## config.mk

```make
export PLATFORM = sky130hd
export DESIGN_NAME = palette_pixel_expander
export DESIGN_NICKNAME = d
export VERILOG_FILES = /design/src/rtl/palette_pixel_expander.sv
export SDC_FILE = /design/constraint.sdc
export NUM_CORES = 1
export LEC_CHECK = 0
export CORE_MARGIN = 2
export CORE_UTILIZATION = 30
export DETAILED_ROUTE_END_ITERATION = 10
export PLACE_DENSITY = 0.53
export SLEW_MARGIN = 20
export SYNTH_ARGS = -nofsm -noshare
export SYNTH_HDL_FRONTEND = slang
export SYNTH_SLANG_ARGS = --single-unit
```

## constraint.sdc

```tcl
create_clock -name clk -period 2.7 [get_ports clk]
set_clock_uncertainty 0.05 [all_clocks]
set_input_delay 0.81 -clock clk [delete_from_list [all_inputs] [get_ports clk]]
set_output_delay 0.81 -clock clk [all_outputs]
set_load 0.03 [all_outputs]
```

## src/rtl/palette_pixel_expander.sv

```systemverilog
// Expands packed 4-bit palette indices into 8-bit Y/Cr/Cb pixels, one pixel per clock.
// Word buffer feeds a single output register; a new word is taken in the same cycle the last pixel leaves.
module palette_pixel_expander #(
  parameter int unsigned WORD_W = 32
) (
  input  logic              clk,
  input  logic              reset_n,
  input  logic [WORD_W-1:0] word_data,
  input  logic              word_sof,
  input  logic              word_valid,
  output logic              word_ready,
  input  logic              flush,
  output logic [3:0]        color_idx,
  input  logic [9:0]        color_code,
  output logic [7:0]        pix_y,
  output logic [7:0]        pix_cb,
  output logic [7:0]        pix_cr,
  output logic              pix_valid,
  input  logic              pix_ready,
  output logic              pix_sof
);

  localparam int unsigned PIX_PER_WORD = WORD_W / 4;
  localparam int unsigned CW = (PIX_PER_WORD > 1) ? $clog2(PIX_PER_WORD) : 1;
  localparam logic [CW-1:0] LAST_CNT = CW'(PIX_PER_WORD - 1);

  typedef enum logic {EMPTY, LOADED} buf_state_t;

  buf_state_t        state, state_nxt;
  logic [CW-1:0]     cnt, cnt_nxt;
  logic [WORD_W-1:0] word_reg;
  logic              sof_reg;
  logic              ready_en;
  logic              load_out;
  logic              last_pix;
  logic              accept;
  logic [3:0]        nibble;

  logic [3:0] code_y;
  logic [2:0] code_cr;
  logic [2:0] code_cb;

  assign code_y  = color_code[9:6];
  assign code_cr = color_code[5:3];
  assign code_cb = color_code[2:0];

  always_comb begin
    nibble = '0;
    for (int unsigned k = 0; k < PIX_PER_WORD; k++) begin
      if (cnt == CW'(k)) nibble = word_reg[4*k +: 4];
    end
  end

  assign color_idx = (state == LOADED) ? nibble : 4'h0;
  assign last_pix  = (cnt == LAST_CNT);
  assign accept    = word_valid && word_ready;

  always_comb begin
    state_nxt  = state;
    cnt_nxt    = cnt;
    load_out   = 1'b0;
    word_ready = 1'b0;
    case (state)
      EMPTY: begin
        word_ready = ready_en && !flush;
      end
      LOADED: begin
        load_out   = !flush && (!pix_valid || pix_ready);
        word_ready = ready_en && !flush && load_out && last_pix;
      end
      default: begin
        state_nxt = EMPTY;
      end
    endcase
    if (load_out) begin
      if (last_pix) begin
        state_nxt = EMPTY;
        cnt_nxt   = '0;
      end else begin
        cnt_nxt = cnt + 1'b1;
      end
    end
    if (word_valid && word_ready) begin
      state_nxt = LOADED;
      cnt_nxt   = '0;
    end
    if (flush) begin
      state_nxt = EMPTY;
      cnt_nxt   = '0;
    end
  end

  // ready_en keeps word_ready low until the first edge after reset release
  always_ff @(posedge clk or negedge reset_n) begin
    if (!reset_n) begin
      state     <= EMPTY;
      cnt       <= '0;
      word_reg  <= '0;
      sof_reg   <= 1'b0;
      ready_en  <= 1'b0;
      pix_valid <= 1'b0;
      pix_sof   <= 1'b0;
      pix_y     <= '0;
      pix_cr    <= '0;
      pix_cb    <= '0;
    end else begin
      ready_en <= 1'b1;
      state    <= state_nxt;
      cnt      <= cnt_nxt;
      if (accept) begin
        word_reg <= word_data;
        sof_reg  <= word_sof;
      end
      if (flush) begin
        pix_valid <= 1'b0;
      end else if (load_out) begin
        pix_valid <= 1'b1;
        pix_sof   <= sof_reg && (cnt == '0);
        pix_y     <= {code_y, code_y};
        pix_cr    <= {code_cr, code_cr, code_cr[2:1]};
        pix_cb    <= {code_cb, code_cb, code_cb[2:1]};
      end else if (pix_ready) begin
        pix_valid <= 1'b0;
      end
    end
  end

endmodule

```

==> summary.md <==
| Metric | Value |
|---|---|
| R2R Setup Slk | 0.39 ns |
| Diodes inserted | 0 |
| Die area | 0.00897 mm2 |
| Placer Congestion | 0.796 |
| Worst slew pin tran | 0.602 ns |
| Flip-flop count of the largest register after layout | 32 |
| Met3 Use GR | 0.0359 |
| Final hold viol count | 0 |
| Violated checks | setup timing |
| Max Freq | 0.356 GHz |
| Max-slew violations | 0 |
| HP Class | in -> async |
| Pin count of the biggest net entering global routing | 38 |
| Worst VDD drop | 0.228 mV |
| Worst rel slew slack | 0.599 |
| Post-Syn Area | 0.00247 mm2 |
| Final WS setup | -0.109 ns |
| Via Count | 1836 |
| Register Area | 0.00125 mm2 |
| Synth-to-layout area growth | 49.2% |
| Hold-fix buffers, CTS | 0 |
| Met2 usage | 0.217 |
| Yosys warning total | 0 |
| Critical path class | reg -> out |
| Antenna violations before repair | 0 |
| Period utilisation layout | 1.04 |
| GR Layer Usage met1 | 0.182 |
| Placed Area | 0.00339 mm2 |
| Boundary Pins | 79 |
| GR peak layer | met2 |
| Mapped Cells | 201 |
| Final min period | 2.81 ns |
| Sequential area share after synthesis | 0.507 |
| CP arrival | 1.95 ns |
| Nets | 341 |
| Final Non-Filler Cells | 392 |
| Status | finished with violations |
| DRC | 0 |
| #FFs+latches synth | 50 |
| Initial Util | 0.305 |
| Vias in the first global route | 1889 |
| TritonCTS clock tree | done |
| Multi-input logic area | 0.00119 mm2 |
| RSZ-0062 raised after global routing | true |
| Design Power | 2.35 mW |
| PD cells | 638 mW/mm2 |
| Filler cells | 775 |
| Die Height | 94.7 um |
| Later-pin clock latency in the skew report | 0.29 ns |
| Total Wirelength | 5650 um |
| Fin area | 0.00369 mm2 |
| HPWL Detailed | 4140 um |
| Die W | 94.7 um |
| WL/cell | 14.4 um |
| Post-Syn Area per Cell | 12.3 um2 |
| Syn Nets | 255 |
| Inserted Clock Buffers | 5 |
| Via-to-Cell Ratio | 4.68 |
| Iteration-0 DRC Markers | 41 |
| GRT Util Overall | 0.136 |
| Max-cap violations | 0 |
| CP Data Required Time | 1.84 ns |
| Number of setup violations in the final report | 5 |
| CTS sink count | 50 |
| Most frequent cells in the layout | clkdlybuf4s50_1, dfrtp_1, mux2_2, buf_4, nor2b_1 |
| Clock root cell | clkbuf_8 |
| Critical Path Sink Type | output pin |
| Drt first pass iters | 3 |
| Layout Utilization | 0.455 |
| Placed cell count | 380 |
| Routed Antenna Nets | 0 |
| Layout cells sized above 1 | 0.397 |
| Crit start category | flop |
| P_leak | 1.49 nW |
| Area of the core | 0.00809 mm2 |
| Std cell rows | 33 |
| Port bufs | 78 |
| Worst-path maximum fanout | 4 |
| First-pass GRT wire length | 9460 um |
| Clock Pin Slew Worst Setup and Hold Paths | 0.09 ns |
| Count of cell types in the netlist | 29 |
| Commonest non-fill, non-tap cell in the layout | clkdlybuf4s50_1 |
| Bufs on Longest Clock Path | 2 |
| Global route overflow | 0 |
| # H-tree levels | 2 |
layout make-up:
| class | instances | share of cell area |
|---|---|---|
| Sequential cell | 50 | 0.340 |
| Multi-Input combinational cell | 122 | 0.323 |
| Timing Repair Buffer | 103 | 0.275 |
| Tap cell | 105 | 0.0356 |
| Clock buffer | 7 | 0.0207 |
| Inverter | 5 | 0.00577 |
path summary, 6_finish.rpt:
path,from,end,depth (start not counted)
min in group clk,word_reg[31],word_reg[31],1
hold reg to reg,word_reg[31],word_reg[31],1
max in group asynchronous,reset_n,cnt[0],2
setup reg to reg,cnt[1],word_reg[15],9
hold / removal,reset_n,word_reg[0],1
setup / recovery,cnt[1],color_idx[2],8
per-layer routing:
metal	wire, um	part of all wire
met1	2650	0.47
met2	2590	0.46
met3	332	0.059
met4	74	0.013
met5	0	0
report_power, final:
| part | internal, mW | total [mW] | switching (mW) |
|---|---|---|---|
| Clock | 0.179 | 0.408 | 0.229 |
| Sequential | 0.918 | 1.04 | 0.120 |
| Combinational | 0.470 | 0.904 | 0.434 |
kinds of logic after synthesis:
kind of cell    Yosys count  share of synthesized area
compound gates           32                     0.0922
fa+ha+maj                 6                     0.0304
buf+inv                  29                     0.0790
flops                    50                      0.507
mux                      45                      0.204
other cells               1                    0.00152
simple gates             38                     0.0861
cell usage after synthesis, drive strengths merged:
cell type | n | area share
a2111oi | 1 | 0.0061
a221oi | 4 | 0.014
a22oi | 4 | 0.012
a32o | 4 | 0.016
a41o | 1 | 0.0041
and3b | 1 | 0.0035
and4b | 1 | 0.0041
buf | 19 | 0.064
clkbuf | 5 | 0.0076
conb | 1 | 0.0015
dfrtp | 50 | 0.51
ha | 6 | 0.030
inv | 5 | 0.0076
mux2 | 43 | 0.20
mux2i | 2 | 0.0081
nand2 | 5 | 0.0076
nand2b | 1 | 0.0025
nand3 | 4 | 0.0081
nor2 | 6 | 0.010
nor2b | 12 | 0.033
nor3 | 7 | 0.014
o21ai | 13 | 0.026
o21bai | 1 | 0.0030
o22ai | 4 | 0.010
or2 | 1 | 0.0025
worst max-delay path: stages (launching register included):
cell     delay, ns
dfrtp_1       0.41
buf_6         0.13
ha_4          0.16
ha_4          0.16
buf_6         0.12
a22oi_2       0.18
o22ai_2       0.09
a32o_2        0.26
buf_6         0.14
through the flow:
step	setup slack (ns)	hold WS [ns]	setup TNS, ns
2_1_floorplan	0.0212	0.423	0
3_3_place_gp	-0.413	0.441	-1.63
3_5_place_dp	-0.458	0.449	-1.80
4_1_cts	-0.112	0.468	-0.465
5_1_grt	-0.192	0.480	-0.915
6_report	-0.109	0.458	-0.443
repair_timing:
item	CTS	global route
setup buffers	4	1
setup endpoints to repair	5	5
pin swaps	11	6
gates resized for setup	66	9
(Power assumes the default switching activity.)
